--- src/rtl/alu_pkg.sv ---
// Shared ALU definitions: ALUCtrl code points, FSM states, default width.
// Imported by the EX-stage ALU and its serial shifter.
package alu_pkg;

  localparam int ALU_WIDTH = 32;

  localparam logic [3:0] ALU_ADD  = 4'b0000;
  localparam logic [3:0] ALU_SUB  = 4'b0001;
  localparam logic [3:0] ALU_AND  = 4'b0010;
  localparam logic [3:0] ALU_OR   = 4'b0011;
  localparam logic [3:0] ALU_SLT  = 4'b0101;
  localparam logic [3:0] ALU_SLTU = 4'b0110;
  localparam logic [3:0] ALU_SLL  = 4'b0111;
  localparam logic [3:0] ALU_SRL  = 4'b1000;
  localparam logic [3:0] ALU_SRA  = 4'b1001;

  typedef enum logic {
    ST_IDLE,
    ST_SHIFT
  } state_t;

endpackage

--- src/rtl/alu_iter_exec_shifter.sv ---
// One-bit-per-cycle shifter: owns the working register and step counter.
// Ports: i_load/i_operand/i_shamt/i_left/i_arith in, o_done/o_data out.
module alu_serial_shifter
  import alu_pkg::*;
#(
  parameter int WIDTH   = ALU_WIDTH,
  parameter int SHAMT_W = 5
) (
  input  logic               clk,
  input  logic               rst_n,
  input  logic               i_load,
  input  logic [WIDTH-1:0]   i_operand,
  input  logic [SHAMT_W-1:0] i_shamt,
  input  logic               i_left,
  input  logic               i_arith,
  output logic               o_done,
  output logic [WIDTH-1:0]   o_data
);

  localparam logic [SHAMT_W-1:0] ONE = SHAMT_W'(1);

  logic [WIDTH-1:0]   r_work;
  logic [SHAMT_W-1:0] r_cnt;
  logic               r_left;
  logic               r_arith;
  logic [WIDTH-1:0]   w_step;
  logic               w_fill;

  // Sign bit is re-read every step so SRA keeps replicating it.
  assign w_fill = r_arith & r_work[WIDTH-1];
  assign w_step = r_left ? {r_work[WIDTH-2:0], 1'b0}
                         : {w_fill, r_work[WIDTH-1:1]};

  // o_data is the value after the step taken on this edge.
  assign o_data = w_step;
  assign o_done = (r_cnt == ONE);

  always_ff @(posedge clk or negedge rst_n) begin
    if (!rst_n) begin
      r_work  <= '0;
      r_cnt   <= '0;
      r_left  <= 1'b0;
      r_arith <= 1'b0;
    end else if (i_load) begin
      r_work  <= i_operand;
      r_cnt   <= i_shamt;
      r_left  <= i_left;
      r_arith <= i_arith;
    end else if (r_cnt != '0) begin
      r_work <= w_step;
      r_cnt  <= r_cnt - ONE;
    end
  end

endmodule

--- src/rtl/alu_iter_exec.sv ---
// EX-stage ALU: single-cycle arith/logic/compare, serial shifts, valid/ready.
// Ports: in_valid/in_ready/alu_ctrl/op_a/op_b in, out_valid/result/zero/illegal out.
module alu_iter_exec
  import alu_pkg::*;
#(
  parameter int WIDTH   = ALU_WIDTH,
  parameter int SHAMT_W = 5
) (
  input  logic             clk,
  input  logic             rst_n,
  input  logic             in_valid,
  output logic             in_ready,
  input  logic [3:0]       alu_ctrl,
  input  logic [WIDTH-1:0] op_a,
  input  logic [WIDTH-1:0] op_b,
  output logic             out_valid,
  input  logic             out_ready,
  output logic [WIDTH-1:0] result,
  output logic             zero,
  output logic             illegal
);

  state_t             r_state;
  state_t             w_state_nxt;
  logic               r_out_valid;
  logic [WIDTH-1:0]   r_result;
  logic               r_zero;
  logic               r_illegal;

  logic               w_acc;
  logic               w_is_shift;
  logic [SHAMT_W-1:0] w_shamt;
  logic               w_start;
  logic [WIDTH-1:0]   w_alu;
  logic               w_ill;
  logic               w_done;
  logic [WIDTH-1:0]   w_sh_data;

  assign in_ready = (r_state == ST_IDLE) && (!r_out_valid || out_ready);
  assign w_acc    = in_valid && in_ready;
  assign w_shamt  = op_b[SHAMT_W-1:0];
  assign w_is_shift = (alu_ctrl == ALU_SLL) || (alu_ctrl == ALU_SRL) ||
                      (alu_ctrl == ALU_SRA);
  assign w_start  = w_acc && w_is_shift && (w_shamt != '0);

  // Shifts by zero fall through here and return op_a unchanged.
  always_comb begin
    w_alu = '0;
    w_ill = 1'b0;
    unique case (alu_ctrl)
      ALU_ADD:  w_alu = op_a + op_b;
      ALU_SUB:  w_alu = op_a - op_b;
      ALU_AND:  w_alu = op_a & op_b;
      ALU_OR:   w_alu = op_a | op_b;
      ALU_SLT:  w_alu = {{(WIDTH-1){1'b0}}, $signed(op_a) < $signed(op_b)};
      ALU_SLTU: w_alu = {{(WIDTH-1){1'b0}}, op_a < op_b};
      ALU_SLL, ALU_SRL, ALU_SRA: w_alu = op_a;
      default:  w_ill = 1'b1;
    endcase
  end

  alu_serial_shifter #(
    .WIDTH   (WIDTH),
    .SHAMT_W (SHAMT_W)
  ) u_shift (
    .clk       (clk),
    .rst_n     (rst_n),
    .i_load    (w_start),
    .i_operand (op_a),
    .i_shamt   (w_shamt),
    .i_left    (alu_ctrl == ALU_SLL),
    .i_arith   (alu_ctrl == ALU_SRA),
    .o_done    (w_done),
    .o_data    (w_sh_data)
  );

  always_comb begin
    w_state_nxt = r_state;
    unique case (r_state)
      ST_IDLE:  if (w_start) w_state_nxt = ST_SHIFT;
      ST_SHIFT: if (w_done)  w_state_nxt = ST_IDLE;
    endcase
  end

  always_ff @(posedge clk or negedge rst_n) begin
    if (!rst_n) r_state <= ST_IDLE;
    else        r_state <= w_state_nxt;
  end

  always_ff @(posedge clk or negedge rst_n) begin
    if (!rst_n) begin
      r_out_valid <= 1'b0;
      r_result    <= '0;
      r_zero      <= 1'b0;
      r_illegal   <= 1'b0;
    end else if (r_state == ST_SHIFT) begin
      if (w_done) begin
        r_out_valid <= 1'b1;
        r_result    <= w_sh_data;
        r_zero      <= (w_sh_data == '0);
        r_illegal   <= 1'b0;
      end
    end else if (w_start) begin
      r_out_valid <= 1'b0;
    end else if (w_acc) begin
      r_out_valid <= 1'b1;
      r_result    <= w_alu;
      r_zero      <= (w_alu == '0);
      r_illegal   <= w_ill;
    end else if (out_ready) begin
      r_out_valid <= 1'b0;
    end
  end

  assign out_valid = r_out_valid;
  assign result    = r_result;
  assign zero      = r_zero;
  assign illegal   = r_illegal;

endmodule

--- config.mk ---
export PLATFORM = sky130hd
export DESIGN_NAME = alu_iter_exec
export DESIGN_NICKNAME = d
export VERILOG_FILES = /design/src/rtl/alu_pkg.sv /design/src/rtl/alu_iter_exec_shifter.sv /design/src/rtl/alu_iter_exec.sv
export SDC_FILE = /design/constraint.sdc
export NUM_CORES = 1
export LEC_CHECK = 0
export ABC_AREA = 1
export CAP_MARGIN = 15
export CORE_MARGIN = 1
export CORE_UTILIZATION = 30
export DETAILED_ROUTE_END_ITERATION = 16
export MAX_ROUTING_LAYER = met4
export PLACE_DENSITY_LB_ADDON = 0.15
export SLEW_MARGIN = 25
export SYNTH_ARGS = -nofsm -noshare
export SYNTH_HDL_FRONTEND = slang
export SYNTH_SLANG_ARGS = --single-unit
--- constraint.sdc ---
create_clock -name clk -period 2.3 [get_ports clk]
set_clock_uncertainty 0.2 [all_clocks]
set_input_delay 0.46 -clock clk [delete_from_list [all_inputs] [get_ports clk]]
set_output_delay 0.46 -clock clk [all_outputs]
set_load 0.1 [all_outputs]
==> results.toml <==
[outcome]
status = "finished with violations"
violations = "setup timing"

[clock_tree]
cts_made_buffers = 9
path_clk_slew_ns = 0.06
cts_tree = "built"
clock_latency_ns = 0.34
root_buffer = "clkbuf_16"
cts_max_level = 3
clock_path_buffers = 2
clock_sinks = 75

[logic_synthesis]
synth-edff-count = 0
synth_area_leader_cell = "dfrtp_1"
synthMostInstantiatedCell = "nand2_1"
synth.ff_latch_count = 75
ys_types = 43
syn_avg_cell_area_sq_um = 5.87
synth_flop_cell = "dfrtp_1"
ys_async_sr_fraction_pct = 100
ys_seq_area_share_pct = 18.3
netlist.area_leader.share_pct = 18.3
synthCells = 1752
synthTopCellsByArea = "dfrtp_1, nand2_1, ha_1"
synth_fp_nets = 1942
ys_warn_count = 0
netlist_area_sq_um = 10300
synth_commonest_cells = "nand2_1, inv_1, nand3_1"

[place]
placed_cells = 2660
place_ws_ns = -1.37
hpwlAfterDp_mm = 38.8
place_congestion = 0.997
portBuffers = 107

[routing]
drc_errors = 0
dr.max_layer_used = "met4"
post_drt_wl_per_cell_microns = 17.9
wl_met3_mm = 2.03
routed_wl_mm = 50.5
drt_first_pass_iters = 5
m1WireLength_mm = 23.3
wl_met2_mm = 23.9
detail-route-antenna-nets = 0
drtIter0Drc = 1097
vias = 14200
avgViaCountPerCell = 5.04

[critical_path]
r2r-end = "zero"
critical_path_peak_fanout = 4
cpMostUsedCell = "nor2_1"
crit_type = "in -> reg"
path_cells = "buf_12 > inv_6 > ha_4 > fa_2 > inv_2 > buf_4 > nand3_4 > nand3_4 > a21oi_2 > o21ai_1 > nand3_2 > nor2_1 > nand3_1 > nor2_1 > nand2_1 > nor2_1 > nand3_1 > a21oi_1"
slowest_stage = "fa_2"
r2r_slack_ns = -0.05
critPathBufInv = 4
r2r-start = "u_shift.r_left"
startpoint_type = "primary input"
cp_top_family = "simple AND/OR/NAND/NOR gates"
crit_required_ns = 2.36
endpoint_kind = "flop"
cp_slowest_stage_delay_ns = 0.36
worstPathArrival_ns = 2.61
r2r_cells = 8

[flow_run]
maxCapViolCount = 0

[global_route]
grt_overflow = 0
antenna_found_initial = 0
grt_max_degree = 49
grt_pass1_wl_mm = 76.7
grt_pass1_vias = 14000
grt_usage_pct = 28.7

[timing]
tightest_slew_ns = 0.730
period_share_pct = 111
hold_ws_ns = 0.269
finalHoldViolCount = 0
setup_ws_ns = -0.253
fin_crit_ns = 2.55
slew_viol_final = 0
relSlewSlack_pct = 51.3
fmax_mhz = 392
grt_setup_unrepaired = "true"
tns_ns = -1.59
finalSetupViolCount = 15

[worst_hold_path]
min_from = "illegal"
holdPathEnd = "illegal"
hp-class = "reg -> reg"
hold_depth = 2

[layout]
fillers = 3024
drive_gt1_share_pct = 58.3
stdcell_count = 2824
antennaDiodeCount = 0
final_nets = 2561
area_delta_synth_final_pct = 96.3

[pwr]
powerDensity_nw_per_um2 = 653
p_leak_nw = 10.2
finalPower_mw = 13.2
vdd_drop_max_uv = 1110

[floorplanning]
placement_rows = 67
die_h_microns = 187
dieWidth_microns = 187
die_area_sq_um = 35000
pin_count = 108
initial_utilization_pct = 30.6
coreArea_sq_um = 33600
[layout make-up]
class | instances | area (sq um) | area share, %
timing repair buffer | 674 | 5760 | 28.5
inverter | 311 | 1300 | 6.44
clock inverter | 3 | 15.0 | 0.0744
sequential | 75 | 1880 | 9.32
tap | 448 | 561 | 2.78
multi-input combinational | 1300 | 10400 | 51.6
clock buffer | 13 | 250 | 1.24
[registers in the layout, indices dropped and copies added, names as in the netlist]
register         count
r_state              1
illegal              1
u_shift.r_work      32
u_shift.r_arith      1
u_shift.r_left       1
result              32
out_valid            1
zero                 1
u_shift.r_cnt        5
[how the worst max path moves through the flow]
stage | from | endpoint | slack [ns] | cells after the start
floorplan | out_valid | zero | -0.21 | 12
global placement | op_a[15] | zero | -1.37 | 19
detailed placement | op_a[11] | result[26] | -1.37 | 18
CTS | op_a[0] | zero | -0.34 | 18
global route | op_a[0] | zero | -0.42 | 20
finish | op_a[0] | zero | -0.25 | 18
[layout by cell type (no fill, tap or decap), types with 18 or more instances in the layout]
cell type / synthesis / final
a21oi_1: 100 / 41
a21oi_2: 0 / 41
a21oi_4: 0 / 18
buf_4: 2 / 503
buf_6: 1 / 114
dfrtp_1: 75 / 74
ha_1: 116 / 65
ha_4: 0 / 40
inv_1: 303 / 169
inv_2: 6 / 92
inv_4: 0 / 43
nand2_1: 476 / 258
nand2_2: 4 / 141
nand2_4: 0 / 74
nand3_1: 204 / 104
nand3_2: 0 / 72
nand3_4: 0 / 28
nor2_1: 142 / 69
nor2_2: 4 / 28
nor2_4: 0 / 49
o21ai_0: 95 / 51
o21ai_1: 9 / 31
o21ai_2: 1 / 18
o221ai_1: 24 / 24
o22ai_1: 22 / 22
[routing by layer]
layer,GRT usage [%],up-vias
met2,46.7,426
met5,-,-
met1,38.8,6833
met3,1.37,81
li1,-,6907
met4,7.66,0
[repair_timing]
item,CTS,global route
pin swaps,242,189
hold buffers,1,0
setup endpoints to repair,72,62
endpoints found under the hold margin,36,0
setup buffers,109,48
gates resized for setup,1026,368
gates cloned,0,2
[metrics by stage]
step / cell area, sq um / utilization [%]
floorplan: 10400 / -
global placement: 14900 / 44.3
detailed placement: 14900 / 44.3
CTS: 18600 / 55.3
global route: 20200 / 60.0
finish: 20200 / 60.0
[tightest hold or removal path, delay by kind of cell (launching register included)]
family        cells  cell delay [ns]
flops             1             0.34
simple gates      2             0.09
[logic make-up after synthesis]
| group | after synthesis | share of synthesized area, % |
|---|---|---|
| simple gates | 890 | 36.5 |
| fa+ha+maj | 118 | 14.5 |
| buf+inv | 377 | 14.3 |
| flops | 75 | 18.3 |
| xor+xnor | 4 | 0.341 |
| compound gates | 288 | 16.1 |
[where the power goes]
| part | switching [mW] | internal (mW) |
|---|---|---|
| sequential | 0.322 | 1.89 |
| combinational | 6.14 | 3.54 |
| clock | 0.532 | 0.755 |
Power figures use the tool's default switching activity.
